File: config.mk
export PLATFORM = sky130hd
export DESIGN_NAME = alu_share_arbiter
export DESIGN_NICKNAME = d
export VERILOG_FILES = /design/src/rtl/alu_share_arbiter_pkg.sv /design/src/rtl/alu_share_arbiter_rr_arbiter.sv /design/src/rtl/alu_share_arbiter.sv
export SDC_FILE = /design/constraint.sdc
export NUM_CORES = 1
export LEC_CHECK = 0
export ABC_CLOCK_PERIOD_IN_PS = 5100
export BUFFER_PORTS_ARGS = -buffer_cell sky130_fd_sc_hd__buf_2
export CORE_AREA = 2 2 122 124
export CTS_CLUSTER_SIZE = 12
export DETAILED_ROUTE_END_ITERATION = 12
export DIE_AREA = 0 0 124 126
export GPL_ROUTABILITY_DRIVEN = 0
export SYNTH_ARGS = -nofsm -noshare
export SYNTH_HDL_FRONTEND = slang
export SYNTH_SLANG_ARGS = --single-unit
File: constraint.sdc
create_clock -name clk -period 5.1 [get_ports clk]
set_clock_uncertainty 0.1 [all_clocks]
set_input_delay 0.765 -clock clk [delete_from_list [all_inputs] [get_ports clk]]
set_output_delay 0.765 -clock clk [all_outputs]
set_load 0.005 [all_outputs]
File: src/rtl/alu_share_arbiter_pkg.sv
// Shared ALU op codes, widths and slot state for alu_share_arbiter.
// ALU_ILLEGAL_OP_CHECK_EN enables the op_legal() decode in the top.
package alu_share_arbiter_pkg;

  localparam int DW = 32;
  localparam int CW = 4;

  localparam logic [CW-1:0] OP_AND = 4'b0000;
  localparam logic [CW-1:0] OP_OR  = 4'b0001;
  localparam logic [CW-1:0] OP_ADD = 4'b0010;
  localparam logic [CW-1:0] OP_SUB = 4'b0110;
  localparam logic [CW-1:0] OP_SLT = 4'b0111;

  typedef enum logic {
    SLOT_EMPTY,
    SLOT_FULL
  } slot_e;

  function automatic logic op_legal(
    input logic [CW-1:0] op
  );
    case (op)
      OP_AND, OP_OR, OP_ADD,
      OP_SUB, OP_SLT: op_legal = 1'b1;
      default:        op_legal = 1'b0;
    endcase
  endfunction

endpackage

File: src/rtl/alu_share_arbiter_rr_arbiter.sv
// N-way round-robin grant generator; the pointer
// names the highest-priority requester.
module rr_arbiter #(
  parameter int N = 2
) (
  input  logic         clk,
  input  logic         reset,
  input  logic [N-1:0] req,
  output logic [N-1:0] gnt
);

  localparam int PW = (N > 1) ? $clog2(N) : 1;

  logic [PW-1:0] ptr_q;
  logic [PW-1:0] ptr_d;
  logic          found;

  always_comb begin
    gnt   = '0;
    ptr_d = ptr_q;
    found = 1'b0;
    for (int k = 0; k < N; k++) begin
      for (int i = 0; i < N; i++) begin
        if (!found && req[i] &&
            ((int'(ptr_q) + k) % N) == i) begin
          found  = 1'b1;
          gnt[i] = 1'b1;
          ptr_d  = PW'((i + 1) % N);
        end
      end
    end
  end

  always_ff @(posedge clk or posedge reset) begin
    if (reset) begin
      ptr_q <= '0;
    end else begin
      ptr_q <= ptr_d;
    end
  end

endmodule

File: src/rtl/alu_share_arbiter.sv
// Shares one combinational ALU among N_REQ requesters.
// Define ALU_ILLEGAL_OP_CHECK_EN to flag illegal ops via rsp_err.
module alu_share_arbiter #(
  parameter int N_REQ = 2,
  parameter int DW    = alu_share_arbiter_pkg::DW,
  parameter int CW    = alu_share_arbiter_pkg::CW
) (
  input  logic                clk,
  input  logic                reset,
  input  logic [N_REQ-1:0]    req_valid,
  output logic [N_REQ-1:0]    req_ready,
  input  logic [N_REQ*DW-1:0] req_a,
  input  logic [N_REQ*DW-1:0] req_b,
  input  logic [N_REQ*CW-1:0] req_op,
  output logic [N_REQ-1:0]    rsp_valid,
  input  logic [N_REQ-1:0]    rsp_ready,
  output logic [N_REQ*DW-1:0] rsp_result,
  output logic [N_REQ-1:0]    rsp_zero,
  output logic [N_REQ-1:0]    rsp_err,
  output logic [DW-1:0]       alu_a,
  output logic [DW-1:0]       alu_b,
  output logic [CW-1:0]       alu_ctrl,
  input  logic [DW-1:0]       alu_result,
  input  logic                alu_zero
);

  import alu_share_arbiter_pkg::*;

  slot_e             state_q [N_REQ];
  slot_e             state_d [N_REQ];
  logic [DW-1:0]     res_q   [N_REQ];
  logic [N_REQ-1:0]  zero_q;
  logic [N_REQ-1:0]  elig;
  logic [N_REQ-1:0]  gnt;
  logic [CW-1:0]     gnt_op;
  logic [DW-1:0]     cap_res;
  logic              cap_zero;

  // A full slot may be reloaded in the cycle it drains.
  always_comb begin
    elig = '0;
    for (int i = 0; i < N_REQ; i++) begin
      elig[i] = !reset && req_valid[i] &&
                (state_q[i] == SLOT_EMPTY ||
                 rsp_ready[i]);
    end
  end

  rr_arbiter #(
    .N (N_REQ)
  ) u_rr (
    .clk   (clk),
    .reset (reset),
    .req   (elig),
    .gnt   (gnt)
  );

  assign req_ready = gnt;

  always_comb begin
    alu_a  = '0;
    alu_b  = '0;
    gnt_op = '0;
    for (int i = 0; i < N_REQ; i++) begin
      if (gnt[i]) begin
        alu_a  = req_a[i*DW +: DW];
        alu_b  = req_b[i*DW +: DW];
        gnt_op = req_op[i*CW +: CW];
      end
    end
  end

`ifdef ALU_ILLEGAL_OP_CHECK_EN
  logic             illegal;
  logic [N_REQ-1:0] err_q;

  assign illegal  = (|gnt) && !op_legal(gnt_op);
  assign alu_ctrl = illegal ? OP_AND : gnt_op;
  assign cap_res  = illegal ? '0 : alu_result;
  assign cap_zero = illegal ? 1'b0 : alu_zero;
  assign rsp_err  = err_q;

  always_ff @(posedge clk or posedge reset) begin
    if (reset) begin
      err_q <= '0;
    end else begin
      for (int i = 0; i < N_REQ; i++) begin
        if (gnt[i]) err_q[i] <= illegal;
      end
    end
  end
`else
  assign alu_ctrl = gnt_op;
  assign cap_res  = alu_result;
  assign cap_zero = alu_zero;
  assign rsp_err  = '0;
`endif

  always_comb begin
    for (int i = 0; i < N_REQ; i++) begin
      state_d[i] = state_q[i];
      if (gnt[i]) begin
        state_d[i] = SLOT_FULL;
      end else if (state_q[i] == SLOT_FULL &&
                   rsp_ready[i]) begin
        state_d[i] = SLOT_EMPTY;
      end
    end
  end

  always_ff @(posedge clk or posedge reset) begin
    if (reset) begin
      zero_q <= '0;
      for (int i = 0; i < N_REQ; i++) begin
        state_q[i] <= SLOT_EMPTY;
        res_q[i]   <= '0;
      end
    end else begin
      for (int i = 0; i < N_REQ; i++) begin
        state_q[i] <= state_d[i];
        if (gnt[i]) begin
          res_q[i]  <= cap_res;
          zero_q[i] <= cap_zero;
        end
      end
    end
  end

  always_comb begin
    rsp_valid  = '0;
    rsp_result = '0;
    for (int i = 0; i < N_REQ; i++) begin
      rsp_valid[i]            = state_q[i] == SLOT_FULL;
      rsp_result[i*DW +: DW]  = res_q[i];
    end
  end

  assign rsp_zero = zero_q;

endmodule
# == Yosys cells after proc, flatten, opt, wreduce, memory -nomap -nowiden ==
# Cells that the tools add are included.
# totals
ff_bits,69
latch_bits,0
ram_bits,0
romBits,0
input_bits,175
out_inout_bits,140
elab_cells,56
memories,0
# classes
addsub,1
n_mul,0
n_div,0
order_cmp,0
n_eq_ne,1
shift,0
n_mux,20
bitwise_logic,3
n_reduce_logical,24
# ops
operator,n
2-to-1 mux 32 bit,4
zero test 32 bit,2
2-to-1 mux 1 bit,14
logical AND 1 bit,13
2-to-1 mux 4 bit,2
zero test 1 bit,4
nonzero test 2 bit,2
nonzero test 4 bit,1
== test 2 bit (second input constant),1
logical OR 1 bit,2
inverter 1 bit,2
adder 1 bit (second input constant),1
bitwise AND 1 bit (first input constant),1

# == Depth between registers and ports, before layout ==
# logic_depth
ltp_word,18
depth_mapped,6
depth_no_buf,3

# == By module ==
# Synthesis repeated with hierarchy kept, for this count alone.
# unflattened
cells_unflattened,243
area_unflattened_um2,3324.4
# modules_own_cells
mod,instances,cells_per_inst,area_per_inst_um2,seq_area_each_um2
alu_share_arbiter,1,236,3268.1,1701.6
rr_arbiter,1,7,56.3,25.0

# == Worst setup path before layout ==
# Ideal clock, no wire load.
# synth_path
kind,input port to output port
from,in reset
to,out alu_a[22]
arrival_time_ps,3554
t_required_ps,4235
slack_ps,681
cell_stages,5
path_buffers,2
path_cell_list,buf_2 clkinv_1 clkbuf_1 nand2_1 o32ai_1
# synth_between
elab_chain_cells,18
word_cells_on_any_way,23
cone_classes,8 x mux; 15 x reduce/logical
# synth_lines
item,line,source
start: declaration,alu_share_arbiter.sv:9,"input logic reset,"
zero test 1 bit (no source line) (*),--,
logical AND 1 bit (2 in a row),alu_share_arbiter.sv:43,elig[i] = !reset && req_valid[i] &&
logical AND 1 bit,alu_share_arbiter_rr_arbiter.sv:24,if (!found && req[i] &&
2-to-1 mux 1 bit,alu_share_arbiter_rr_arbiter.sv:24,
zero test 1 bit,alu_share_arbiter_rr_arbiter.sv:24,
logical AND 1 bit (2 in a row),alu_share_arbiter_rr_arbiter.sv:24,
2-to-1 mux 1 bit,alu_share_arbiter_rr_arbiter.sv:24,
zero test 1 bit,alu_share_arbiter_rr_arbiter.sv:24,
logical AND 1 bit (2 in a row),alu_share_arbiter_rr_arbiter.sv:24,
2-to-1 mux 1 bit,alu_share_arbiter_rr_arbiter.sv:24,
zero test 1 bit,alu_share_arbiter_rr_arbiter.sv:24,
logical AND 1 bit (2 in a row),alu_share_arbiter_rr_arbiter.sv:24,
2-to-1 mux 1 bit,alu_share_arbiter_rr_arbiter.sv:24,
2-to-1 mux 32 bit (*),alu_share_arbiter.sv:65,if (gnt[i]) begin
end: declaration,alu_share_arbiter.sv:20,"output logic [DW-1:0] alu_a,"
# Mark *: on every way between the ends. The rest lies on a longest branch, timed or not.

# == Final worst setup path ==
# layout_path
from,in rsp_ready[0]
to,out alu_ctrl[1]
# layout_between
elab_chain_cells,17
word_cells_on_any_way,20
cone_classes,8 x mux; 12 x reduce/logical
# layout_lines
item,line,source
start: declaration,alu_share_arbiter.sv:16,"input logic [N_REQ-1:0] rsp_ready,"
logical OR 1 bit (*),alu_share_arbiter.sv:44,(state_q[i] == SLOT_EMPTY ||
logical AND 1 bit (*),alu_share_arbiter.sv:43,
logical AND 1 bit,alu_share_arbiter_rr_arbiter.sv:24,
2-to-1 mux 1 bit,alu_share_arbiter_rr_arbiter.sv:24,
zero test 1 bit,alu_share_arbiter_rr_arbiter.sv:24,
logical AND 1 bit (2 in a row),alu_share_arbiter_rr_arbiter.sv:24,
2-to-1 mux 1 bit,alu_share_arbiter_rr_arbiter.sv:24,
zero test 1 bit,alu_share_arbiter_rr_arbiter.sv:24,
logical AND 1 bit (2 in a row),alu_share_arbiter_rr_arbiter.sv:24,
2-to-1 mux 1 bit,alu_share_arbiter_rr_arbiter.sv:24,
zero test 1 bit,alu_share_arbiter_rr_arbiter.sv:24,
logical AND 1 bit (2 in a row),alu_share_arbiter_rr_arbiter.sv:24,
2-to-1 mux 1 bit,alu_share_arbiter_rr_arbiter.sv:24,
2-to-1 mux 4 bit (*),alu_share_arbiter.sv:65,
end: declaration,alu_share_arbiter.sv:22,"output logic [CW-1:0] alu_ctrl,"
# Marked as above.

==> results.md <==
Logic synthesis:
- The cell area that synthesis handed to floorplanning was 3940 um2.
- The flop and latch count out of synthesis is 69.
- Yosys printed 0 warnings.
- In the synthesized netlist, the number of instances is 396.
- The netlist uses 21 different library cells.
- The synthesized area divided by synthesized cell count is 9.95 um2.
- Sequential elements use 43.8% of the synthesized area.

Global routing:
- The number of global-route vias before repair is 3863.
- For this run the aggregate overflow at the end of global routing stands at 0.
- The number of antenna violations at the first check in global routing is 0.
- Entering global routing, the biggest net connects 72 pins.
- The global-route wire length before repair is 19600 um.
- The total global routing track utilization is 15.8%.

Timing:
- The final max-slew violation count is 0.
- Derived from the worst setup path, the maximum achievable clock frequency is 295 MHz.
- The worst-case headroom to the max-slew limit is 36.7%.
- The total count of hold-check failures in the final report is 0.
- The setup violation total in the final timing report is 0.
- The worst path uses 66.5% of the clock period.
- After routing, the total negative slack on setup checks comes to 0 ns.
- Counting I/O delays and the setup requirement, the final critical path takes 3.39 ns.
- Setup repair after global routing left no endpoint under its margin.
- At the pin with the least slew margin, the transition time is 0.944 ns.

Worst setup path:
- Together, buffers and inverters on the worst path number 3.
- For flop-to-flop paths, the worst setup slack is 2.90 ns.
- In this design, the stage delay of the slowest critical-path cell is 0.78 ns.
- The end point of the critical path is alu_ctrl[1].
- The cell family with the largest share of critical-path delay is compound AO/OA/AOI/OAI gates.
- STA puts the critical path data arrival time at 2.53 ns.
- The required time of the critical path is 4.24 ns.
- The worst setup path is captured at an output port.
- The maximum fanout along the worst path is 35.
- The capturing point of the worst reg2reg path is rsp_result[37].
- Tracing the worst setup path back leads to its startpoint at rsp_ready[0].
- The critical path in this run is classified as in -> out.
- The cell depth of the worst flop-to-flop path is 4.
- The logic depth of the worst setup path including buffers is 6.
- The most numerous cell type found on the critical path is sky130_fd_sc_hd__buf_2.
- The slowest stage of the critical path belongs to the cell sky130_fd_sc_hd__o211ai_4.
- The worst setup path is launched from an input pin.
- The startpoint identified for the worst register-to-register timing path is u_rr.ptr_q.
- The critical path goes through buf_2 -> and2b_1 -> o211ai_4 -> buf_4 -> o32ai_1 -> buf_2.

Routing:
- The total routed wirelength is 13100 um.
- Once detail routing completed, the nets flagged for antenna violations numbered 0.
- The iteration-0 DRC count of the detailed router is 194.
- Dividing the detail-routed wire length by the instance count gives 14.9 um.
- The number of iterations in the first detailed-routing pass is 4.
- For this run, design rule violations remaining after detail routing come to 0.
- In the routed layout, each cell is associated on average with a via count of 4.67.
- Detailed routing inserted a total of 4105 vias.

Finish:
- In the layout the commonest cells are sky130_fd_sc_hd__buf_2, sky130_fd_sc_hd__nand2_1, sky130_fd_sc_hd__inv_1.
- The count of inserted antenna diode cells is 0.
- The finished cells cover 5910 um2.
- The final layout contains 866 nets.
- The area used by multi-input combinational logic is 1760 um2.
- The most frequent standard cell in the layout excluding fill and tap cells is sky130_fd_sc_hd__buf_2.
- Compared with the post-synthesis result, the final layout area differs by 50.0%.
- The utilization after layout is 41.3%.
- The filler cells instantiated in the layout total 1456.
- In the final layout, flip-flops and latches occupy 1730 um2.
- The share of final-layout standard cells stronger than drive strength 1 is 54.4%.

Place:
- Summing all placed instances gives a cell area of 5610 um2.
- The port buffer count is 312.
- The final HPWL from detailed placement is 9970 um.

Floorplan:
- The count of boundary I/O pins is 315.
- The floorplan step defined a core boundary enclosing 14300 um2.
- The height of the die is 126 um.
- The starting density of the core is 27.5%.
- After floorplanning, the core was divided into 44 placement rows.
- The horizontal extent of the die is 124 um.
- The total die area is 15600 um2.

Clocking:
- The tree is rooted in a sky130_fd_sc_hd__clkbuf_16.
- Hold repair after CTS inserted 0 buffers.
- The deepest clock path buffer count is 2.
- The buffer count from post-CTS setup fixing is 0.
- In this run, CTS created clock tree buffers numbering 9.
- After clock tree synthesis, the clock-pin slew on the worst setup and hold paths is 0.05 ns.
- The clock reaches the later pin of the worst-skew pair after 0.32 ns.
- Gates resized during post-CTS repair numbered 0.
- The H-tree was split into 3 levels.
- Clock tree synthesis found a total of 69 sinks.
- TritonCTS built the clock tree.

Power and ir drop:
- The standby leakage power is 3.24 nW.
- The power density relative to cell area is 339 nW/um2.
- After layout, the design draws a total of 2.00 mW.
- The largest voltage drop on the vdd net is 239 uV.

Worst hold path:
- The startpoint of the lowest-slack hold path is rsp_result[29].
- The worst hold path belongs to the class reg -> reg.

Run status:
- The flow ran to the end, and the final reports show no timing, DRC or antenna violations.

Job:
- The max-cap violation count is 0.
worst reg2reg max path, stage by stage, from the launching register on:
cell and delay, ns:
sky130_fd_sc_hd__dfrtp_1 0.40, sky130_fd_sc_hd__nand2b_1 0.23, sky130_fd_sc_hd__o211ai_4 0.57, sky130_fd_sc_hd__buf_4 0.41
sky130_fd_sc_hd__mux2_2 0.38
sequential cells by signal, indices dropped and copies added, names as in the netlist:
register / cells
u_rr.ptr_q: 1
rsp_valid: 2
rsp_zero: 2
rsp_result: 64
kinds of logic after synthesis:
logic type | after synthesis | share of synthesized area (%)
AO/OA/AOI/OAI | 74 | 17.1
buffers and inverters | 108 | 11.9
flip-flops | 69 | 43.8
multiplexers | 66 | 18.9
other | 1 | 0.0952
AND/OR/NAND/NOR | 78 | 8.16
layout make-up:
class	count	share of cell area, %
multi-input cells	220	29.9
well taps	184	3.90
flip-flops and latches	69	29.2
clock inverters	2	0.275
clock buffers	13	4.74
repair buffers	320	27.4
inverters	71	4.55
through the flow:
stage          setup slack [ns]  std cells  hold WS [ns]
3_3_place_gp               1.74        864         0.368
6_report                   1.71        879         0.382
4_1_cts                    1.71        879         0.389
3_5_place_dp               1.71        864         0.376
2_1_floorplan             0.681        397         0.364
5_1_grt                    1.61        879         0.404
where the power goes:
| part | internal [mW] | total [mW] | switching (mW) |
|---|---|---|---|
| Clock | 0.380 | 0.598 | 0.218 |
| Combinational | 0.332 | 0.631 | 0.299 |
| Sequential | 0.701 | 0.773 | 0.0720 |
| Total | 1.41 | 2.00 | 0.589 |
cells in the mapped netlist:
cell                       number  area share, %
sky130_fd_sc_hd__mux2_1        30            8.6
sky130_fd_sc_hd__o32ai_1       68             15
sky130_fd_sc_hd__clkinv_1       1          0.095
sky130_fd_sc_hd__buf_6          6            1.7
sky130_fd_sc_hd__o211ai_2       2           0.64
sky130_fd_sc_hd__buf_2          7           0.89
sky130_fd_sc_hd__nor2b_2        1           0.22
sky130_fd_sc_hd__nand2b_1       3           0.48
sky130_fd_sc_hd__and2b_1        1           0.19
sky130_fd_sc_hd__o211ai_4       2            1.1
sky130_fd_sc_hd__conb_1         1          0.095
sky130_fd_sc_hd__dfrtp_1       69             44
sky130_fd_sc_hd__nand2_1       71            6.8
sky130_fd_sc_hd__clkbuf_1      21            2.0
sky130_fd_sc_hd__nor2b_1        1           0.16
sky130_fd_sc_hd__nor2b_4        1           0.35
sky130_fd_sc_hd__mux2_2        36             10
sky130_fd_sc_hd__a31oi_1        1           0.16
sky130_fd_sc_hd__inv_1         70            6.7
sky130_fd_sc_hd__buf_4          3           0.57
sky130_fd_sc_hd__a21oi_1        1           0.13
worst min-delay path by stage:
stage                                 to  slack [ns]  cells after the start
after floorplan               u_rr.ptr_q        0.36                      1
after global placement    rsp_result[24]        0.37                      1
after detailed placement  rsp_result[29]        0.38                      1
after CTS                 rsp_result[29]        0.39                      1
after global routing       rsp_result[4]        0.40                      1
final                     rsp_result[29]        0.38                      1
metal layers:
layer  routed length, um  share of wire (%)  track usage, %
met1                5160                 40            18.5
met2                6640                 51            28.4
met3                1140                8.7            3.99
met4                 119               0.91            4.10
met5                   0                  0               0
Note: power is estimated with default switching activity, not from simulation.
